==> src/rtl/operand_stack_pkg.sv <==
// Shared stack-machine CPU definitions: status-state encodings
// and default operand-stack geometry.
package operand_stack_pkg;

  localparam int DEF_DEPTH = 16;
  localparam int DEF_WIDTH = 8;

  typedef enum logic [1:0] {
    ST_EMPTY  = 2'd0,
    ST_ACTIVE = 2'd1,
    ST_FULL   = 2'd2,
    ST_ERROR  = 2'd3
  } st_e;

endpackage

==> src/rtl/operand_stack_if.sv <==
// Control-unit <-> operand stack bundle: push/pop/clear_err strobes in,
// TOS, count, full/empty, sticky overflow/underflow (and nos) out.
interface operand_stack_if #(
  parameter int WIDTH = operand_stack_pkg::DEF_WIDTH,
  parameter int PTR_W = $clog2(operand_stack_pkg::DEF_DEPTH)
);
  logic             push;
  logic             pop;
  logic [WIDTH-1:0] data_to_push;
  logic             clear_err;
  logic [WIDTH-1:0] data_from_stack;
  logic [PTR_W:0]   count;
  logic             empty;
  logic             full;
  logic             overflow;
  logic             underflow;
`ifdef OPERAND_STACK_NOS_EN
  logic [WIDTH-1:0] nos;

  modport master (
    output push, pop, data_to_push, clear_err,
    input  data_from_stack, count, empty, full,
    input  overflow, underflow, nos
  );
  modport slave (
    input  push, pop, data_to_push, clear_err,
    output data_from_stack, count, empty, full,
    output overflow, underflow, nos
  );
`else
  modport master (
    output push, pop, data_to_push, clear_err,
    input  data_from_stack, count, empty, full,
    input  overflow, underflow
  );
  modport slave (
    input  push, pop, data_to_push, clear_err,
    output data_from_stack, count, empty, full,
    output overflow, underflow
  );
`endif
endinterface

==> src/rtl/operand_stack_regfile.sv <==
// DEPTH x WIDTH stack storage: one synchronous write port,
// combinational TOS and NOS read ports. Contents are never reset.
module stack_regfile #(
  parameter int DEPTH = 16,
  parameter int WIDTH = 8,
  parameter int PTR_W = $clog2(DEPTH)
) (
  input  logic             clk,
  input  logic             we,
  input  logic [PTR_W-1:0] waddr,
  input  logic [WIDTH-1:0] wdata,
  input  logic [PTR_W-1:0] tos_addr,
  input  logic [PTR_W-1:0] nos_addr,
  output logic [WIDTH-1:0] tos_q,
  output logic [WIDTH-1:0] nos_q
);

  logic [WIDTH-1:0] mem [DEPTH];

  always_ff @(posedge clk) begin
    if (we) mem[waddr] <= wdata;
  end

  assign tos_q = mem[tos_addr];
  assign nos_q = mem[nos_addr];

endmodule

==> src/rtl/operand_stack.sv <==
// LIFO operand stack with status FSM and sticky fault flags.
// Ports: clk, reset (sync, active-high), bus (operand_stack_if.slave).
// Optional: OPERAND_STACK_NOS_EN adds the next-of-stack output.
module operand_stack
  import operand_stack_pkg::*;
#(
  parameter int DEPTH = DEF_DEPTH,
  parameter int WIDTH = DEF_WIDTH,
  parameter int PTR_W = $clog2(DEPTH)
) (
  input logic           clk,
  input logic           reset,
  operand_stack_if.slave bus
);

  localparam logic [PTR_W:0] SP_MAX = (PTR_W+1)'(DEPTH);
  localparam logic [PTR_W:0] SP_ONE = (PTR_W+1)'(1);

  logic [PTR_W:0]   sp, sp_n;
  st_e              state, lvl;
  logic             is_empty, is_full;
  logic             do_rep, do_push, do_ovf;
  logic             do_pop, do_unf;
  logic             we;
  logic [PTR_W-1:0] waddr, tos_a, nos_a;
  logic [WIDTH-1:0] tos_q, nos_q;
  logic             ov_q, un_q;

  assign is_empty = (sp == '0);
  assign is_full  = (sp == SP_MAX);

  // At sp == DEPTH the low bits wrap to 0, so -1 still lands on DEPTH-1.
  assign tos_a = sp[PTR_W-1:0] - PTR_W'(1);
  assign nos_a = sp[PTR_W-1:0] - PTR_W'(2);

  // Mutually exclusive op decode; push+pop on empty is a plain push.
  assign do_rep  = bus.push & bus.pop & ~is_empty;
  assign do_push = bus.push & ~do_rep & ~is_full;
  assign do_ovf  = bus.push & ~do_rep & is_full;
  assign do_pop  = bus.pop & ~bus.push & ~is_empty;
  assign do_unf  = bus.pop & ~bus.push & is_empty;

  always_comb begin
    we    = 1'b0;
    waddr = sp[PTR_W-1:0];
    sp_n  = sp;
    unique case (1'b1)
      do_rep: begin
        we    = 1'b1;
        waddr = tos_a;
      end
      do_push: begin
        we   = 1'b1;
        sp_n = sp + SP_ONE;
      end
      do_pop:  sp_n = sp - SP_ONE;
      default: ;
    endcase
  end

  always_comb begin
    lvl = ST_ACTIVE;
    if (sp_n == '0)
      lvl = ST_EMPTY;
    else if (sp_n == SP_MAX)
      lvl = ST_FULL;
  end

  // A fresh fault in the clear_err cycle wins over the clear.
  always_ff @(posedge clk) begin
    if (reset) begin
      sp    <= '0;
      ov_q  <= 1'b0;
      un_q  <= 1'b0;
      state <= ST_EMPTY;
    end else begin
      sp   <= sp_n;
      ov_q <= (ov_q & ~bus.clear_err) | do_ovf;
      un_q <= (un_q & ~bus.clear_err) | do_unf;
      if (do_ovf | do_unf)
        state <= ST_ERROR;
      else if (state == ST_ERROR && !bus.clear_err)
        state <= ST_ERROR;
      else
        state <= lvl;
    end
  end

  stack_regfile #(
    .DEPTH (DEPTH),
    .WIDTH (WIDTH),
    .PTR_W (PTR_W)
  ) u_rf (
    .clk      (clk),
    .we       (we),
    .waddr    (waddr),
    .wdata    (bus.data_to_push),
    .tos_addr (tos_a),
    .nos_addr (nos_a),
    .tos_q    (tos_q),
    .nos_q    (nos_q)
  );

  assign bus.data_from_stack = is_empty ? '0 : tos_q;
  assign bus.count           = sp;
  assign bus.empty           = is_empty;
  assign bus.full            = is_full;
  assign bus.overflow        = ov_q;
  assign bus.underflow       = un_q;

`ifdef OPERAND_STACK_NOS_EN
  assign bus.nos = (sp >= (PTR_W+1)'(2)) ? nos_q : '0;
`else
  logic unused_nos;
  assign unused_nos = ^nos_q;
`endif

endmodule
==> src/flat_wrapper.sv <==
// flat-port wrapper written by rule: the top's interface ports become plain ports
module operand_stack_flat import operand_stack_pkg::*;
#(
  parameter int DEPTH = DEF_DEPTH,
  parameter int WIDTH = DEF_WIDTH,
  parameter int PTR_W = $clog2(DEPTH)
)
  (clk, reset, bus_push, bus_pop, bus_data_to_push, bus_clear_err, bus_data_from_stack, bus_count, bus_empty, bus_full, bus_overflow, bus_underflow);
  operand_stack_if #(.WIDTH(WIDTH), .PTR_W(PTR_W)) bus_i ();
  input logic clk;
  input logic reset;
  input wire logic [$bits(bus_i.push)-1:0] bus_push;
  input wire logic [$bits(bus_i.pop)-1:0] bus_pop;
  input wire logic [$bits(bus_i.data_to_push)-1:0] bus_data_to_push;
  input wire logic [$bits(bus_i.clear_err)-1:0] bus_clear_err;
  output wire logic [$bits(bus_i.data_from_stack)-1:0] bus_data_from_stack;
  output wire logic [$bits(bus_i.count)-1:0] bus_count;
  output wire logic [$bits(bus_i.empty)-1:0] bus_empty;
  output wire logic [$bits(bus_i.full)-1:0] bus_full;
  output wire logic [$bits(bus_i.overflow)-1:0] bus_overflow;
  output wire logic [$bits(bus_i.underflow)-1:0] bus_underflow;
  assign bus_i.push = bus_push;
  assign bus_i.pop = bus_pop;
  assign bus_i.data_to_push = bus_data_to_push;
  assign bus_i.clear_err = bus_clear_err;
  assign bus_data_from_stack = bus_i.data_from_stack;
  assign bus_count = bus_i.count;
  assign bus_empty = bus_i.empty;
  assign bus_full = bus_i.full;
  assign bus_overflow = bus_i.overflow;
  assign bus_underflow = bus_i.underflow;
  operand_stack #(.DEPTH(DEPTH), .WIDTH(WIDTH), .PTR_W(PTR_W)) u_core (.clk(clk), .reset(reset), .bus(bus_i));
endmodule
==> config.mk <==
export PLATFORM = sky130hd
export DESIGN_NAME = operand_stack_flat
export DESIGN_NICKNAME = d
export VERILOG_FILES = /design/src/rtl/operand_stack_pkg.sv /design/src/rtl/operand_stack_if.sv /design/src/rtl/operand_stack_regfile.sv /design/src/rtl/operand_stack.sv /design/src/flat_wrapper.sv
export SDC_FILE = /design/constraint.sdc
export NUM_CORES = 1
export LEC_CHECK = 0
export CAP_MARGIN = 25
export CORE_ASPECT_RATIO = 2
export CORE_MARGIN = 10
export CORE_UTILIZATION = 59
export CTS_CLUSTER_SIZE = 25
export DETAILED_ROUTE_END_ITERATION = 8
export GPL_ROUTABILITY_DRIVEN = 1
export PLACE_DENSITY = 0.85
export SYNTH_ARGS = -nofsm -noshare
export SYNTH_HDL_FRONTEND = slang
export SYNTH_SLANG_ARGS = --single-unit
export TNS_END_PERCENT = 20
==> constraint.sdc <==
create_clock -name clk -period 4.25 [get_ports clk]
set_input_delay 0.85 -clock clk [delete_from_list [all_inputs] [get_ports clk]]
set_output_delay 0.85 -clock clk [all_outputs]
set_load 0.01 [all_outputs]
Word-level counts from Yosys, hierarchy flattened
Memory sizes are Yosys's and may differ from the RTL's.
Index checks and enable logic that the tools add are counted.
Widths: inputs -> output; s select.
{"block": "word_totals", "reg_bits": 7, "ramBits": 128, "in_bits": 13, "output_inout_bits": 17, "elab_cells": 34, "mem_count": 1}
{"block": "op_classes", "addsub": 3, "n_eq_ne": 1, "mux": 6, "n_bitwise": 17, "n_reduce_logical": 3}
{"name": "u_core.u_rf.mem", "words": 16, "word_bits": 8, "rd": 1, "rd_clocked_by_memory_dff": 0, "write_ports": 1, "line": "operand_stack_regfile.sv:18", "source": "logic [WIDTH-1:0] mem [DEPTH];"}
{"cell": "$and 1x1->1", "count": 10}
{"cell": "$pmux 5 s2", "count": 1}
{"cell": "$mux 8", "count": 1}
{"cell": "$add 5x1->5 const B", "count": 1}
{"cell": "$eq 5x5->1 const B", "count": 1}
{"cell": "$logic_not 5->1", "count": 1}
{"cell": "$not 1->1", "count": 5}
{"cell": "$sub 5x1->5 const B", "count": 1}
{"cell": "$mux 4", "count": 1}
{"cell": "$sub 4x1->4 const B", "count": 1}
{"cell": "$mux 1", "count": 3}
{"cell": "$or 1x1->1", "count": 2}
{"cell": "$reduce_bool 2->1", "count": 1}
{"cell": "$reduce_or 2->1", "count": 1}

Logic depth before layout (Yosys ltp)
Gate-level depths: netlist of run 1.
{"block": "depth", "ltp_word": 10, "mapped_depth": 15, "ltp_nobuf": 11}

Modules after synthesis
From an unflattened synthesis of run 1, not the netlist that was laid out.
{"block": "hier_totals", "hier_cells": 393, "area_unflattened_um2": 6875.3}
{"module": "stack_regfile", "n_inst": 1, "cells_per_inst": 291, "area_per_inst_um2": 6025.8, "seq_area_each_um2": 3843.7}
{"module": "operand_stack", "n_inst": 1, "cells_per_inst": 102, "area_per_inst_um2": 849.6, "seq_area_each_um2": 140.1}

Worst setup path after synthesis of run 1
No wires, ideal clock.
{"block": "synth_path", "path_kind": "reg-to-output", "startpoint": "register u_core.sp[0], in the netlist u_core.bus.count[0]", "endpoint": "output bus_data_from_stack[5]", "t_arrival_ns": 2.602, "required_time_ns": 3.400, "setup_slack_ns": 0.798, "stages_incl_launch_ff": 12, "n_path_buf": 5, "cell_sequence": "dfxtp_1 buf_4 buf_4 buf_4 inv_1 ha_1 buf_2 buf_1 mux4_2 nor2b_1 a21oi_1 a21oi_1"}
{"block": "synth_via", "elab_chain_len": 3, "elab_cells_between_ends": 4, "classes_between": "add/sub (1); mux (1); reduce/logical (1); memory (1)"}
{"item": "start: declaration", "line": "operand_stack.sv:19", "source": "logic [PTR_W:0] sp, sp_n;"}
{"item": "start signal: assignment", "line": "operand_stack.sv:77", "source": "sp <= sp_n;"}
{"item": "$sub 4x1->4", "line": "operand_stack.sv:33", "source": "assign tos_a = sp[PTR_W-1:0] - PTR_W'(1);"}
{"item": "$mem_v2 16x8"}
{"item": "$mux 8 (*)", "line": "operand_stack.sv:104", "source": "assign bus.data_from_stack = is_empty ? '0 : tos_q;"}
{"item": "end: declaration", "line": "flat_wrapper.sv:16", "source": "output wire logic [$bits(bus_i.data_from_stack)-1:0] bus_data_from_stack;"}
Mark *: on every way between the ends. The rest lies on a longest branch, timed or not.

Final worst setup path of run 1
{"block": "layout_path", "startpoint": "register u_core.sp[0], in the netlist u_core.bus.count[0]", "endpoint": "output bus_data_from_stack[4]"}
Same word-level chain as after synthesis.

==> metrics.md, run 1 <==
| Metric | Value |
|---|---|
| Final hold viol count | 0 |
| # fillers | 565 |
| Antenna-violating nets left | 0 |
| First-pass GRT wire length | 18900 um |
| Post-route DRC | 0 |
| Startpoint Class | flop |
| Mapped Nets | 343 |
| Yosys warning count | 0 |
| Overflow after GRT | 0 |
| H-tree Lvls | 4 |
| Final min period | 3990 ps |
| Finished Cell Area | 6630 um2 |
| Total Wirelength | 12100 um |
| Relative slew slack | 44.9% |
| Via count | 3185 |
| Flop-to-flop setup slack | 1070 ps |
| Netlist cell types | 45 |
| Number of enable flip-flop cells after synthesis | 128 |
| Setup crit end kind | output port |
| ANT cells | 0 |
| Clk root buf | clkbuf_16 |
| Hold WC Path Type | reg -> reg |
| Final WS setup | 263 ps |
| Count of final setup violators | 0 |
| Max Cap Viol | 0 |
| Post-CTS Hold Buffers | 0 |
| FF-to-FF path depth | 11 |
| Clock buffer count from CTS | 17 |
| Die area | 14200 um2 |
| Total track usage | 18.3% |
| Arr. time, crit path | 3140 ps |
| Setup Crit Path Kind | reg -> out |
| Mapped Area | 5700 um2 |
| Die W | 89.5 um |
| Syn_area_per_cell | 17.4 um2 |
| Io pins | 30 |
| Leakage power | 2.10 nW |
| WHS | 514 ps |
| Async set or reset register ratio after synthesis | 0% |
| Area Growth Syn to Fin | 16.4% |
| Post-synthesis sequential area ratio | 69.9% |
| Core area | 9380 um2 |
| Initial Utilization | 60.7% |
| Rows | 50 |
| Fin nets | 379 |
| CTS Sinks | 135 |
| Vias per cell | 6.66 |
| Clk_lat worst skew | 420 ps |
| CTS clock-pin slew for the worst setup and hold paths | 60 ps |
| CTS tree | yes |
| Post-DR wirelength/cell | 25.2 um |
| Maximum resistive drop on vdd | 442 uV |
| Post-DP HPWL | 7640 um |
| Top_reg_cell synth | edfxtp_1 |
| Placed insts | 448 |
| Place WS | 761 ps |
| Final RePlAce weighted congestion | 0.908 |
| Placed Area | 6080 um2 |
| Post-CTS resize count | 0 |
| Peak Freq | 251 MHz |
| Clk buf depth | 2 |
| Setup TNS | 0 ps |
| First DRT Iteration DRCs | 282 |
| Cell Pwr Density | 725 nW/um2 |
| Pwr Total | 4.81 mW |
| Setup Buffers After CTS | 0 |
| Die height | 159 um |
| Ratio of final minimum period to clock period | 93.8% |
| Worst-margin pin slew | 823 ps |
| Pin count of the biggest net entering global routing | 49 |
| RSZ-0062 raised after global routing | false |
| Syn Inst Count | 327 |
| Worst path required time | 3400 ps |
| Fin cells | 478 |
| Final worst clock skew | 10.8 ps |
| Initial antenna violation count | 0 |
| Final core occ | 70.6% |
| 1st-pass router iterations | 4 |
| Peak fanout along the critical path | 10 |
| Vias in the first global route | 3326 |
| Final max-slew violation count | 0 |
| Layout cells sized above 1 | 21.4% |
| Seq cells post-synth | 135 |
| Status | finished, final reports clean |
| Buffers on Ports | 29 |
| WHS Path Cells | 2 |
-- report_power, final --
group / total, mW / internal, mW / switching (mW)
clock network: 1.36 / 0.852 / 0.506
logic: 1.73 / 0.764 / 0.962
registers: 1.72 / 1.64 / 0.0796
-- cells in the mapped netlist (4+ instances only) --
master / number / area (um2)
clkbuf_1: 5 / 18.8
a22oi_1: 9 / 67.6
buf_4: 4 / 30.0
o21ai_0: 8 / 40.0
nor3_1: 7 / 35.0
nand2_1: 9 / 33.8
nor2_1: 27 / 101
nor2b_1: 10 / 62.6
mux4_2: 32 / 721
dfxtp_1: 7 / 140
inv_1: 7 / 26.3
a21oi_1: 21 / 105
edfxtp_1: 128 / 3840
buf_2: 5 / 25.0
-- layout make-up --
| class | instances | area (um2) | share of cell area [%] |
|---|---|---|---|
| Clock inverter | 9 | 105 | 1.59 |
| Multi-Input combinational cell | 168 | 1590 | 24.0 |
| Sequential cell | 135 | 3990 | 60.1 |
| Inverter | 8 | 30.0 | 0.453 |
| Timing Repair Buffer | 33 | 345 | 5.21 |
| Clock buffer | 21 | 440 | 6.64 |
| Tap cell | 104 | 130 | 1.96 |
-- kinds of logic (layout without fill, tap and decap cells) --
group	count (synthesis)	count (layout)	share of synthesized area, %
AO/OA/AOI/OAI	58	58	7.21
XOR/XNOR	3	3	0.461
adder cells (fa/ha/maj)	3	3	0.659
buffers and inverters	24	71	2.09
flip-flops	135	135	69.9
multiplexers	34	34	13.2
AND/OR/NAND/NOR	70	70	6.41
-- placed cells by master, fill, tap and decap left out, types with 2 or more instances in the layout --
master / synthesis / layout
a21oi_1: 21 / 21
a21oi_2: 3 / 3
a22oi_1: 9 / 9
a31oi_1: 3 / 3
a31oi_2: 3 / 3
a32oi_1: 2 / 2
buf_12: 0 / 2
buf_4: 4 / 2
bufinv_16: 0 / 2
clkbuf_1: 5 / 4
clkbuf_16: 0 / 17
clkdlybuf4s50_1: 0 / 29
clkinv_2: 0 / 4
clkinv_4: 0 / 2
dfxtp_1: 7 / 6
edfxtp_1: 128 / 128
ha_1: 3 / 3
inv_1: 7 / 7
mux4_2: 32 / 32
nand2_1: 9 / 9
nand3_1: 3 / 3
nand4_1: 2 / 2
nor2_1: 27 / 27
nor2b_1: 10 / 10
nor3_1: 7 / 7
o21a_1: 2 / 2
o21ai_0: 8 / 8
or3_1: 3 / 3
xnor2_1: 3 / 3
-- worst paths after layout --
kind / end / startpoint
worst max-delay path: bus_data_from_stack[4] / u_core.bus.count[0]$_SDFFE_PP0P_
worst min-delay path: u_core.bus.underflow$_SDFF_PP0_ / u_core.bus.underflow$_SDFF_PP0_
worst max register to register: u_core.bus.count[4]$_SDFFE_PP0P_ / u_core.bus.count[0]$_SDFFE_PP0P_
worst min register to register: u_core.bus.underflow$_SDFF_PP0_ / u_core.bus.underflow$_SDFF_PP0_
-- flip-flops by register name, indices dropped and copies added (netlist names) --
signal	cells
u_core.bus.overflow	1
u_core.bus.count	5
u_core.u_rf.mem	128
u_core.bus.underflow	1
-- worst max-delay path, stage by stage, from the launching register on --
cell and delay (ps):
dfxtp_2 330, inv_1 230, ha_1 460, and2b_1 230
o21ai_0 90, o21ai_1 360, a21oi_1 230, a21oi_1 230
clkdlybuf4s50_1 570
-- metal layers --
metal / global-route usage [%] / share of wire, %
met5: 0 / 0
met4: 11.7 / 5.5
met3: 5.58 / 6.6
met2: 28.9 / 51
met1: 20.4 / 37
(Power assumes the default switching activity.)
==> inputs of run 2 (changes only) <==
--- a/config.mk
+++ b/config.mk
@@ -7,7 +7,6 @@
 export LEC_CHECK = 0
 export CAP_MARGIN = 25
 export CORE_ASPECT_RATIO = 2
-export CORE_MARGIN = 10
 export CORE_UTILIZATION = 59
 export CTS_CLUSTER_SIZE = 25
 export DETAILED_ROUTE_END_ITERATION = 8
==> metrics.md, run 2 (synthesis gave the netlist of run 1 again) <==
| Metric | Value |
|---|---|
| CP max-delay cell | clkdlybuf4s50_1 |
| Rows | 50 |
| Placed Area | 6070 um2 |
| CP top delay family | compound AO/OA/AOI/OAI gates |
| R2R Path End | u_core.bus.count[4]$_SDFFE_PP0P_ |
| First DRT Iteration DRCs | 396 |
| Peak Freq | 251 MHz |
| Finished Cell Area | 6630 um2 |
| FF-to-FF path depth | 11 |
| Final hold viol count | 0 |
| R2r startpoint | u_core.bus.count[0]$_SDFFE_PP0P_ |
| Register with the most flip-flops | u_core.u_rf.mem |
| Final max-slew violation count | 0 |
| Setup Buffers After CTS | 0 |
| Overflow after GRT | 0 |
| Final RePlAce weighted congestion | 0.900 |
| Hold Crit Start | u_core.bus.underflow$_SDFF_PP0_ |
| 1st-pass router iterations | 7 |
| Layout cells sized above 1 | 21.9% |
| Ratio of final minimum period to clock period | 93.7% |
| Fin nets | 379 |
| Clk_lat worst skew | 410 ps |
| Io pins | 30 |
| Flop-to-flop setup slack | 1030 ps |
| Core area | 9380 um2 |
| Peak fanout along the critical path | 10 |
| Post-CTS resize count | 0 |
| RSZ-0062 raised after global routing | false |
| CTS Sinks | 135 |
| Initial antenna violation count | 0 |
| Area Growth Syn to Fin | 16.4% |
| WHS Path Cells | 2 |
| CTS tree | yes |
| Clk root buf | clkbuf_16 |
| Vias per cell | 6.65 |
| H-tree Lvls | 4 |
| Final worst clock skew | 9.12 ps |
| ANT cells | 0 |
| Post-DP HPWL | 7570 um |
| Post-DR wirelength/cell | 24.7 um |
| Status | finished, final reports clean |
| Cell Pwr Density | 725 nW/um2 |
| Die height | 141 um |
| Setup TNS | 0 ps |
| Worst path required time | 3400 ps |
| Worst path buffer plus inverter count | 2 |
| Place WS | 796 ps |
| Buffers on Ports | 29 |
| Vias in the first global route | 3158 |
| Arr. time, crit path | 3130 ps |
| Count of final setup violators | 0 |
| Clk buf depth | 2 |
| Max Cap Viol | 0 |
| Setup crit end kind | output port |
| Hold WC Path Type | reg -> reg |
| Most frequent cells in the layout | 128 x edfxtp_1, 32 x mux4_2, 29 x clkdlybuf4s50_1, 27 x nor2_1, 21 x a21oi_1 |
| CP cell instances | inv_1, ha_1, and2b_1, o21ai_0, o21ai_1, a21oi_1, a21oi_1, clkdlybuf4s50_1 |
| Maximum resistive drop on vdd | 477 uV |
| Post-route DRC | 0 |
| Via count | 3185 |
| Commonest non-fill, non-tap cell in the layout | edfxtp_1 |
| Startpoint Class | flop |
| Clock buffer count from CTS | 17 |
| First-pass GRT wire length | 18000 um |
| Relative slew slack | 44.9% |
| Initial Utilization | 60.7% |
| CTS clock-pin slew for the worst setup and hold paths | 60 ps |
| Leakage power | 2.10 nW |
| Antenna-violating nets left | 0 |
| Cell with the most instances on the worst path | a21oi_1 |
| Total track usage | 25.7% |
| Die area | 10100 um2 |
| Slowest stage delay, CP | 560 ps |
| Post-CTS Hold Buffers | 0 |
| Final min period | 3980 ps |
| Pin count of the biggest net entering global routing | 49 |
| Setup Crit Path Kind | reg -> out |
| Total Wirelength | 11800 um |
| Max reg flops | 128 |
| Endpoint of the worst hold path | u_core.bus.underflow$_SDFF_PP0_ |
| Die W | 71.5 um |
| Final WS setup | 269 ps |
| Worst-margin pin slew | 823 ps |
-- run 2: cell count changes in the layout (fill, tap and decap cells not counted) --
cell	delta
buf_12	-1
buf_4	+1
clkbuf_1	-3
clkinv_1	+2
clkinv_2	-1
clkinvlp_4	+2
inv_6	+1
-- run 2: cell type report --
| type | instances | area, um2 |
|---|---|---|
| sequential | 135 | 3990 |
| fill | 562 | 2750 |
| multi-input combinational | 168 | 1590 |
| clock buffer | 18 | 429 |
| timing repair buffer | 33 | 333 |
| clock inverter | 13 | 131 |
| tap | 104 | 130 |
| inverter | 8 | 30.0 |
-- run 2: worst max path at each step --
stage | end | cells after the start | start
2_1_floorplan | bus_data_from_stack[5] | 11 | u_core.bus.count[0]$_SDFFE_PP0P_
3_3_place_gp | bus_data_from_stack[3] | 8 | u_core.bus.count[0]$_SDFFE_PP0P_
3_5_place_dp | bus_data_from_stack[3] | 8 | u_core.bus.count[0]$_SDFFE_PP0P_
4_1_cts | bus_data_from_stack[3] | 8 | u_core.bus.count[0]$_SDFFE_PP0P_
5_1_grt | bus_data_from_stack[3] | 8 | u_core.bus.count[0]$_SDFFE_PP0P_
6_report | bus_data_from_stack[3] | 8 | u_core.bus.count[0]$_SDFFE_PP0P_
-- run 2: routing by layer --
metal	vias to the layer above	GRT usage, %	part of all wire [%]
met4	0	14.2	4.4
li1	1389	-	-
met2	198	43.3	54
met1	1561	29.8	36
met3	37	6.22	6.1
met5	-	0	0
-- run 2: tightest hold or removal path, cell delays in order, from the launching register on --
cell and delay (ps):
dfxtp_1 320, a21oi_1 60, nor2_1 70
-- run 2: stage by stage --
stage	hold WS (ps)	std cells	power [mW]	util, %
floorplan	519	327	2.84	-
global placement	476	448	3.37	64.7
detailed placement	490	448	3.41	64.7
CTS	504	479	4.81	70.7
global route	555	479	5.00	70.7
finish	492	479	4.81	70.7
-- run 2: report_power, final --
part / total [mW] / switching, mW / internal, mW
registers: 1.73 / 0.0883 / 1.64
logic: 1.69 / 0.941 / 0.751
clock network: 1.38 / 0.530 / 0.854
